$ cat config.mk
export PLATFORM = sky130hd
export DESIGN_NAME = imem_loader
export DESIGN_NICKNAME = d
export VERILOG_FILES = /design/src/rtl/imem_loader.sv
export SDC_FILE = /design/constraint.sdc
export NUM_CORES = 1
export LEC_CHECK = 0
export CORE_MARGIN = 2
export CORE_UTILIZATION = 51
export DETAILED_ROUTE_END_ITERATION = 6
export PLACE_DENSITY = 0.78
export SLEW_MARGIN = 0
export SYNTH_ARGS = -nofsm -noshare
export SYNTH_HDL_FRONTEND = slang
export SYNTH_SLANG_ARGS = --single-unit
$ cat constraint.sdc
create_clock -name clk -period 5.15 [get_ports clk]
set_input_delay 1.545 -clock clk [delete_from_list [all_inputs] [get_ports clk]]
set_output_delay 1.545 -clock clk [all_outputs]
set_load 0.02 [all_outputs]
$ cat src/rtl/imem_loader.sv
// imem_loader: streams 32-bit words into a byte-wide instruction memory,
// big-endian, one byte per cycle, while the core is held in reset.
// Ports: clk, rst_n, start, base_addr, in_valid/in_ready/in_word/in_last
//   (word stream), mem_we/mem_addr/mem_wdata (byte write port),
//   busy, done, overflow, words_loaded (status).
// Optional: define IMEM_LOADER_CHECKSUM_EN to add checksum[31:0].
module imem_loader #(
  parameter int unsigned MEM_BYTES = 64,
  parameter int unsigned ADDR_W    = 32
) (
  input  logic              clk,
  input  logic              rst_n,
  input  logic              start,
  input  logic [ADDR_W-1:0] base_addr,
  input  logic              in_valid,
  output logic              in_ready,
  input  logic [31:0]       in_word,
  input  logic              in_last,
  output logic              mem_we,
  output logic [ADDR_W-1:0] mem_addr,
  output logic [7:0]        mem_wdata,
  output logic              busy,
  output logic              done,
  output logic              overflow,
  output logic [ADDR_W-1:0] words_loaded
`ifdef IMEM_LOADER_CHECKSUM_EN
  ,
  output logic [31:0]       checksum
`endif
);

  typedef enum logic [1:0] {
    S_IDLE,
    S_WAIT,
    S_WRITE,
    S_DONE
  } state_e;

  state_e            state_q, state_d;
  logic [1:0]        idx_q, idx_d;
  logic [1:0]        nidx;
  logic [ADDR_W-1:0] ptr_q, ptr_d;
  logic [31:0]       word_q, word_d;
  logic              last_q, last_d;
  logic              we_q, we_d;
  logic [ADDR_W-1:0] addr_q, addr_d;
  logic [7:0]        wdata_q, wdata_d;
  logic              done_q, done_d;
  logic              ovf_q, ovf_d;
  logic [ADDR_W-1:0] cnt_q, cnt_d;
  logic [31:0]       cks_q, cks_d;
  logic [ADDR_W:0]   ptr_end;
  logic              fits;
  logic              unused_base;

  assign unused_base = ^base_addr[1:0];

  // One extra bit so a pointer near the top of the
  // address space cannot wrap and look like it fits.
  assign ptr_end = {1'b0, ptr_q} + (ADDR_W+1)'(4);
  assign fits    = ptr_end <= (ADDR_W+1)'(MEM_BYTES);
  assign nidx    = idx_q + 2'd1;

  function automatic logic [7:0] pick(
    input logic [31:0] w,
    input logic [1:0]  i
  );
    case (i)
      2'd0:    pick = w[31:24];
      2'd1:    pick = w[23:16];
      2'd2:    pick = w[15:8];
      default: pick = w[7:0];
    endcase
  endfunction

  // Byte-port outputs are registered, so they lead the
  // state by one edge: while in WRITE idx k the port
  // shows byte k, and the next byte is prepared here.
  always_comb begin
    state_d = state_q;
    idx_d   = idx_q;
    ptr_d   = ptr_q;
    word_d  = word_q;
    last_d  = last_q;
    we_d    = 1'b0;
    addr_d  = addr_q;
    wdata_d = wdata_q;
    done_d  = done_q;
    ovf_d   = ovf_q;
    cnt_d   = cnt_q;
    cks_d   = cks_q;
    unique case (state_q)
      S_IDLE, S_DONE: begin
        if (start) begin
          state_d = S_WAIT;
          ptr_d   = {base_addr[ADDR_W-1:2], 2'b00};
          done_d  = 1'b0;
          ovf_d   = 1'b0;
          cnt_d   = '0;
          cks_d   = '0;
        end
      end
      S_WAIT: begin
        if (!fits) begin
          state_d = S_DONE;
          ovf_d   = 1'b1;
          done_d  = 1'b1;
        end else if (in_valid) begin
          state_d = S_WRITE;
          idx_d   = 2'd0;
          word_d  = in_word;
          last_d  = in_last;
          we_d    = 1'b1;
          addr_d  = ptr_q;
          wdata_d = in_word[31:24];
        end
      end
      S_WRITE: begin
        if (idx_q != 2'd3) begin
          idx_d   = nidx;
          we_d    = 1'b1;
          addr_d  = ptr_q + ADDR_W'(nidx);
          wdata_d = pick(word_q, nidx);
        end else begin
          ptr_d = ptr_q + ADDR_W'(4);
          cnt_d = cnt_q + ADDR_W'(1);
          cks_d = cks_q + word_q;
          if (last_q) begin
            state_d = S_DONE;
            done_d  = 1'b1;
          end else begin
            state_d = S_WAIT;
          end
        end
      end
    endcase
  end

  always_ff @(posedge clk or negedge rst_n) begin
    if (!rst_n) begin
      state_q <= S_IDLE;
      idx_q   <= 2'd0;
      ptr_q   <= '0;
      word_q  <= '0;
      last_q  <= 1'b0;
      we_q    <= 1'b0;
      addr_q  <= '0;
      wdata_q <= '0;
      done_q  <= 1'b0;
      ovf_q   <= 1'b0;
      cnt_q   <= '0;
      cks_q   <= '0;
    end else begin
      state_q <= state_d;
      idx_q   <= idx_d;
      ptr_q   <= ptr_d;
      word_q  <= word_d;
      last_q  <= last_d;
      we_q    <= we_d;
      addr_q  <= addr_d;
      wdata_q <= wdata_d;
      done_q  <= done_d;
      ovf_q   <= ovf_d;
      cnt_q   <= cnt_d;
      cks_q   <= cks_d;
    end
  end

  assign in_ready     = (state_q == S_WAIT) & fits;
  assign busy         = (state_q == S_WAIT) | (state_q == S_WRITE);
  assign mem_we       = we_q;
  assign mem_addr     = addr_q;
  assign mem_wdata    = wdata_q;
  assign done         = done_q;
  assign overflow     = ovf_q;
  assign words_loaded = cnt_q;

`ifdef IMEM_LOADER_CHECKSUM_EN
  assign checksum = cks_q;
`else
  logic [31:0] unused_cks;
  assign unused_cks = cks_q;
`endif

endmodule

* Word-level counts from Yosys, hierarchy flattened
Cells that the tools add are included.
Storage, ports and cells: register bits after elaboration 144, logic and storage cells 80
Operators by class: $add $sub $neg 5, magnitude comparators 1, equal/unequal tests 14, muxes and demuxes 35, bitwise logic cells 2, reductions and logical operators 12
Operators with widths (number):
- $mux 32 | 7
- $pmux 32 s2 | 3
- $add 32x3->33 const B | 1
- $le 33x7->1 const B | 1
- $add 32x1->32 const B | 1
- $add 32x2->32 | 1
- $add 32x3->32 const B | 1
- $mux 8 | 3
- $pmux 8 s3 | 1
- $mux 2 | 8
- $ne 2x2->1 const B | 8
- $pmux 8 s2 | 1
- $reduce_and 3->1 | 4
- $reduce_and 4->1 | 2
- $mux 1 | 7
- $eq 2x2->1 const B | 3
- $pmux 2 s3 | 1
- $reduce_bool 2->1 | 3
- $eq 2x1->1 const B | 2
- $logic_not 2->1 | 2
- $pmux 1 s2 | 2
- $pmux 2 s2 | 1
- $ne 3x3->1 const B | 1
- $pmux 1 s3 | 1
- 4 further kinds | 4

* Depth between registers and ports, before layout
Gate-level depths: netlist of run 1.
depth after elaboration 5, gate-level depth with buffers 12, gate-level depth less buffers 10

* Least setup slack after synthesis of run 1
OpenSTA, ideal clock, no wires.
path type reg2out, start register ptr_q[19], end output port in_ready, arrival time 3.059 ns, setup slack 0.546 ns, stages on the path, launching flop included 8, buffers on the path 1, cell sequence dfrtp_1 -> buf_2 -> nand4_2 -> or4_4 -> or4_1 -> a2111oi_0 -> nand4_1 -> nor4_1
Between the ends: word-level cells in the longest chain between the ends 3
Ends and longest elaborated chain:
- start, declared | line 42 | logic [ADDR_W-1:0] ptr_q, ptr_d;
- start signal, assigned | line 156 | ptr_q <= ptr_d;
- $add 32x3->33 | line 60 | assign ptr_end = {1'b0, ptr_q} + (ADDR_W+1)'(4);
- $le 33x7->1 | line 61 | assign fits = ptr_end <= (ADDR_W+1)'(MEM_BYTES);
- $and 1x1->1 | line 169 | assign in_ready = (state_q == S_WAIT) & fits;
- end, declared | line 16 | output logic in_ready,
Every way passes these cells.

* Final worst setup path of run 1
start register ptr_q[15], end output port in_ready
Same word-level chain as after synthesis.

==> run metrics, run 1 <==
outcome=completed; leakage dissipation=4.36 nW; worst min-delay path category=reg2reg; combinational group share of total power=51.0%; NetSw=0.00243 W; largest net degree at the start of global routing=85; power after layout=0.00581 W; commonest non-fill, non-tap cell in the layout=dfrtp_1; number of DRC markers in iteration 0=563; clock share of power=21.1%; fillcell total=1215; Max-Cap Viols=0; multiplexer area fraction after synthesis=13.6%; number of flops mapped to enable cells by yosys=0; P&R area growth vs syn=29.1%; Worst Setup Slack post-DPL=0.262 ns; share of cells above drive strength 1=16.8%; initial antenna violation count=1; Fmax achieved=203 MHz; Worst EP arrival=3.38 ns; switching share of power=41.8%; largest area contributor in the netlist=dfrtp_1; CTS Buf Count=17; Buf+Inv Stages, Crit Path=1; Port Buffer Count=143; Yosys top cell area share=44.8%; FP Rows=45; Stages on worst setup path=7; grt total ovfl=0; via/cell ratio=6.03; wire per inst=18.4 µm; HPWL after DPL=14700 µm; PD cells=567 nW/µm²; Detail Route Antenna Nets=0; post-synth cell types=62; area of the multi-input gates=4070 µm²; WP data required=3.61 ns; Synthesized Nets=879; relative slew slack=30.9%; Synth Area in Adders=1.74%; Gate Count Post-Synth=799; Inserted Diodes=0; Post-synth top flop=dfrtp_1; Seq cells post-synth=142; Worst Setup Slack, final=0.222 ns; Int Power=0.00338 W; syn avg cell area=9.92 µm²; complex-gate fraction of the synthesized area=13.7%; Crit path max-delay family=simple AND/OR/NAND/NOR gates; max-slew violation count=0; Worst setup EP type=output port; crit path time final=4.93 ns; CP startpoint kind=flop; WHS Path Cells=1; Clock Sinks=142; FF/Latch Area=3550 µm²; yosys warns=0; Hold WS=0.507 ns; clock slew at reported path FFs=0.06 ns; CTS tree=built; Final nets=1016; routability cong.=0.924; Via Count=6854; Inst Count DP=1105; Layout Skew=0.0110 ns; Critical Path Max Stage Delay=0.54 ns; RSZ-0062 raised after global routing=no; Async SR Flop Fraction=100%; CTS root buf=clkbuf_16; DRC viols=0; Synth area leaders=dfrtp_1 (45%), mux2_4 (5.7%), mux2_2 (5.4%); most frequent cells in the layout=dfrtp_1 (142), clkdlybuf4s50_1 (141), nor2_1 (51), nand2_1 (50), a21oi_1 (49); slowest CP cell=or4_4; Peak VDD IR=392 µV; Initial Util=52.2%; width of the die=129 µm; Critical Path Most Common Cell=nand4_1; Die Area=16600 µm²; clk_lat worst skew=0.43 ns; Tcrit/Tclk final=95.7%; main combinational cell family by area after synthesis=simple AND/OR/NAND/NOR gates; Pre-Repair DR Iteration Count=7; Setup TNS=0 ns; io pins=146; sequential share of power=28.0%; worst-margin pin slew=1.04 ns; routed wire length=20900 µm; first-pass GRT wire length=34000 µm; vias in the first global route=6616; Hold Buf Count CTS=0; Setup CP Type=reg2out; sequential element share of the synthesized area=44.8%; final hold viol count=0; Synth Area in Simple Gates=17.4%; Clock Path Buffers=2; Core ar.=15200 µm²; CP Cell Sequence=nand4_1, or4_4, or4_1, a2111oi_1, nand4_1, nor4_2, dlygate4sd1_1; GRT Resource Usage Total=26.2%; die height=129 µm; H-tree levels=4; final setup fails=0; Synth Area in XOR/XNOR=4.42%; worst-case reg-to-reg path depth=10; Mapped Area=7930 µm²; fin cells=1137; CP Max Fanout=4
==> cells in the mapped netlist, types with 20 or more instances <==
| master | instances |
|---|---|
| and3_1 | 20 |
| nand2_1 | 50 |
| dfrtp_1 | 142 |
| nand3_1 | 44 |
| o22ai_1 | 24 |
| nand4_1 | 35 |
| nor2_1 | 52 |
| a21oi_1 | 49 |
| clkbuf_1 | 56 |
| xor2_1 | 26 |
| mux2i_1 | 20 |
| mux2_2 | 38 |
| mux2_4 | 30 |
| o21ai_0 | 42 |
==> final timing paths <==
kind | from | end | slack [ns]
worst max-delay path | ptr_q[15] | in_ready | 0.22
worst min-delay path | word_q[7] | word_q[7] | 0.51
worst max register to register | ptr_q[15] | mem_addr[14] | 1.15
worst min register to register | word_q[7] | word_q[7] | 0.51
max in group asynchronous | rst_n | words_loaded[26] | 3.07
min in group asynchronous | rst_n | mem_addr[4] | 1.16
==> layout make-up <==
class                   instances  area share, %
inverters                      13          0.477
multi-input cells             577           39.7
repair buffers                185           17.1
clock buffers                  17           4.15
clock inverters                15           1.59
well taps                     188           2.30
flip-flops and latches        142           34.7
==> logic make-up (layout without fill, tap and decap cells) <==
family                     after synthesis  in the layout
and+or+nand+nor                        264            264
AOI/OAI and AO/OA                      173            173
DFF                                    142            142
muxes                                   88             88
buffers and inverters                   80            230
xor gates and xnor gates                40             40
adders and majority gates               11             11
other                                    1              1
==> timing repair <==
item                                    CTS  global route
resized for setup                         3             5
buffers inserted                          0             0
endpoints found under the setup margin    1             1
==> flip-flops by register name, indices dropped and copies added (netlist names) <==
register and cells:
last_q 1, mem_wdata 8, idx_q 2, done 1
mem_we 1, mem_addr 32, word_q 32, ptr_q 30
state_q 2, words_loaded 32, overflow 1
==> metrics by stage <==
stage / utilization (%) / cell area [µm²]
3_5_place_dp: 63.4 / 9640
3_3_place_gp: 63.4 / 9640
6_report: 67.4 / 10200
4_1_cts: 67.3 / 10200
5_1_grt: 67.4 / 10200
2_1_floorplan: - / 7930
==> power by group through the flow <==
| stage | combinational (W) | clock [W] | sequential [W] |
|---|---|---|---|
| after floorplan | 0.00179 | 0 | 0.00178 |
| after global placement | 0.00289 | 0 | 0.00163 |
| after detailed placement | 0.00292 | 0 | 0.00164 |
| after CTS | 0.00294 | 0.00124 | 0.00162 |
| after global routing | 0.00321 | 0.00131 | 0.00167 |
| final | 0.00296 | 0.00122 | 0.00162 |
==> layer usage <==
layer  track usage [%]  vias to the layer above  wire, µm
met1              34.1                     3347      9050
met5                 0                        -         0
li1                  -                     3222         -
met3              7.61                       39      1490
met2              41.8                      246      9970
met4              9.34                        0       408
Note: power is estimated with default switching activity, not from simulation.
==> run 2: changes to the inputs <==
--- a/config.mk
+++ b/config.mk
@@ -5,6 +5,7 @@
 export SDC_FILE = /design/constraint.sdc
 export NUM_CORES = 1
 export LEC_CHECK = 0
+export CAP_MARGIN = 20
 export CORE_MARGIN = 2
 export CORE_UTILIZATION = 51
 export DETAILED_ROUTE_END_ITERATION = 6
==> results of run 2 <==
No change in the layout: final DEF, timing and power equal those of run 1.
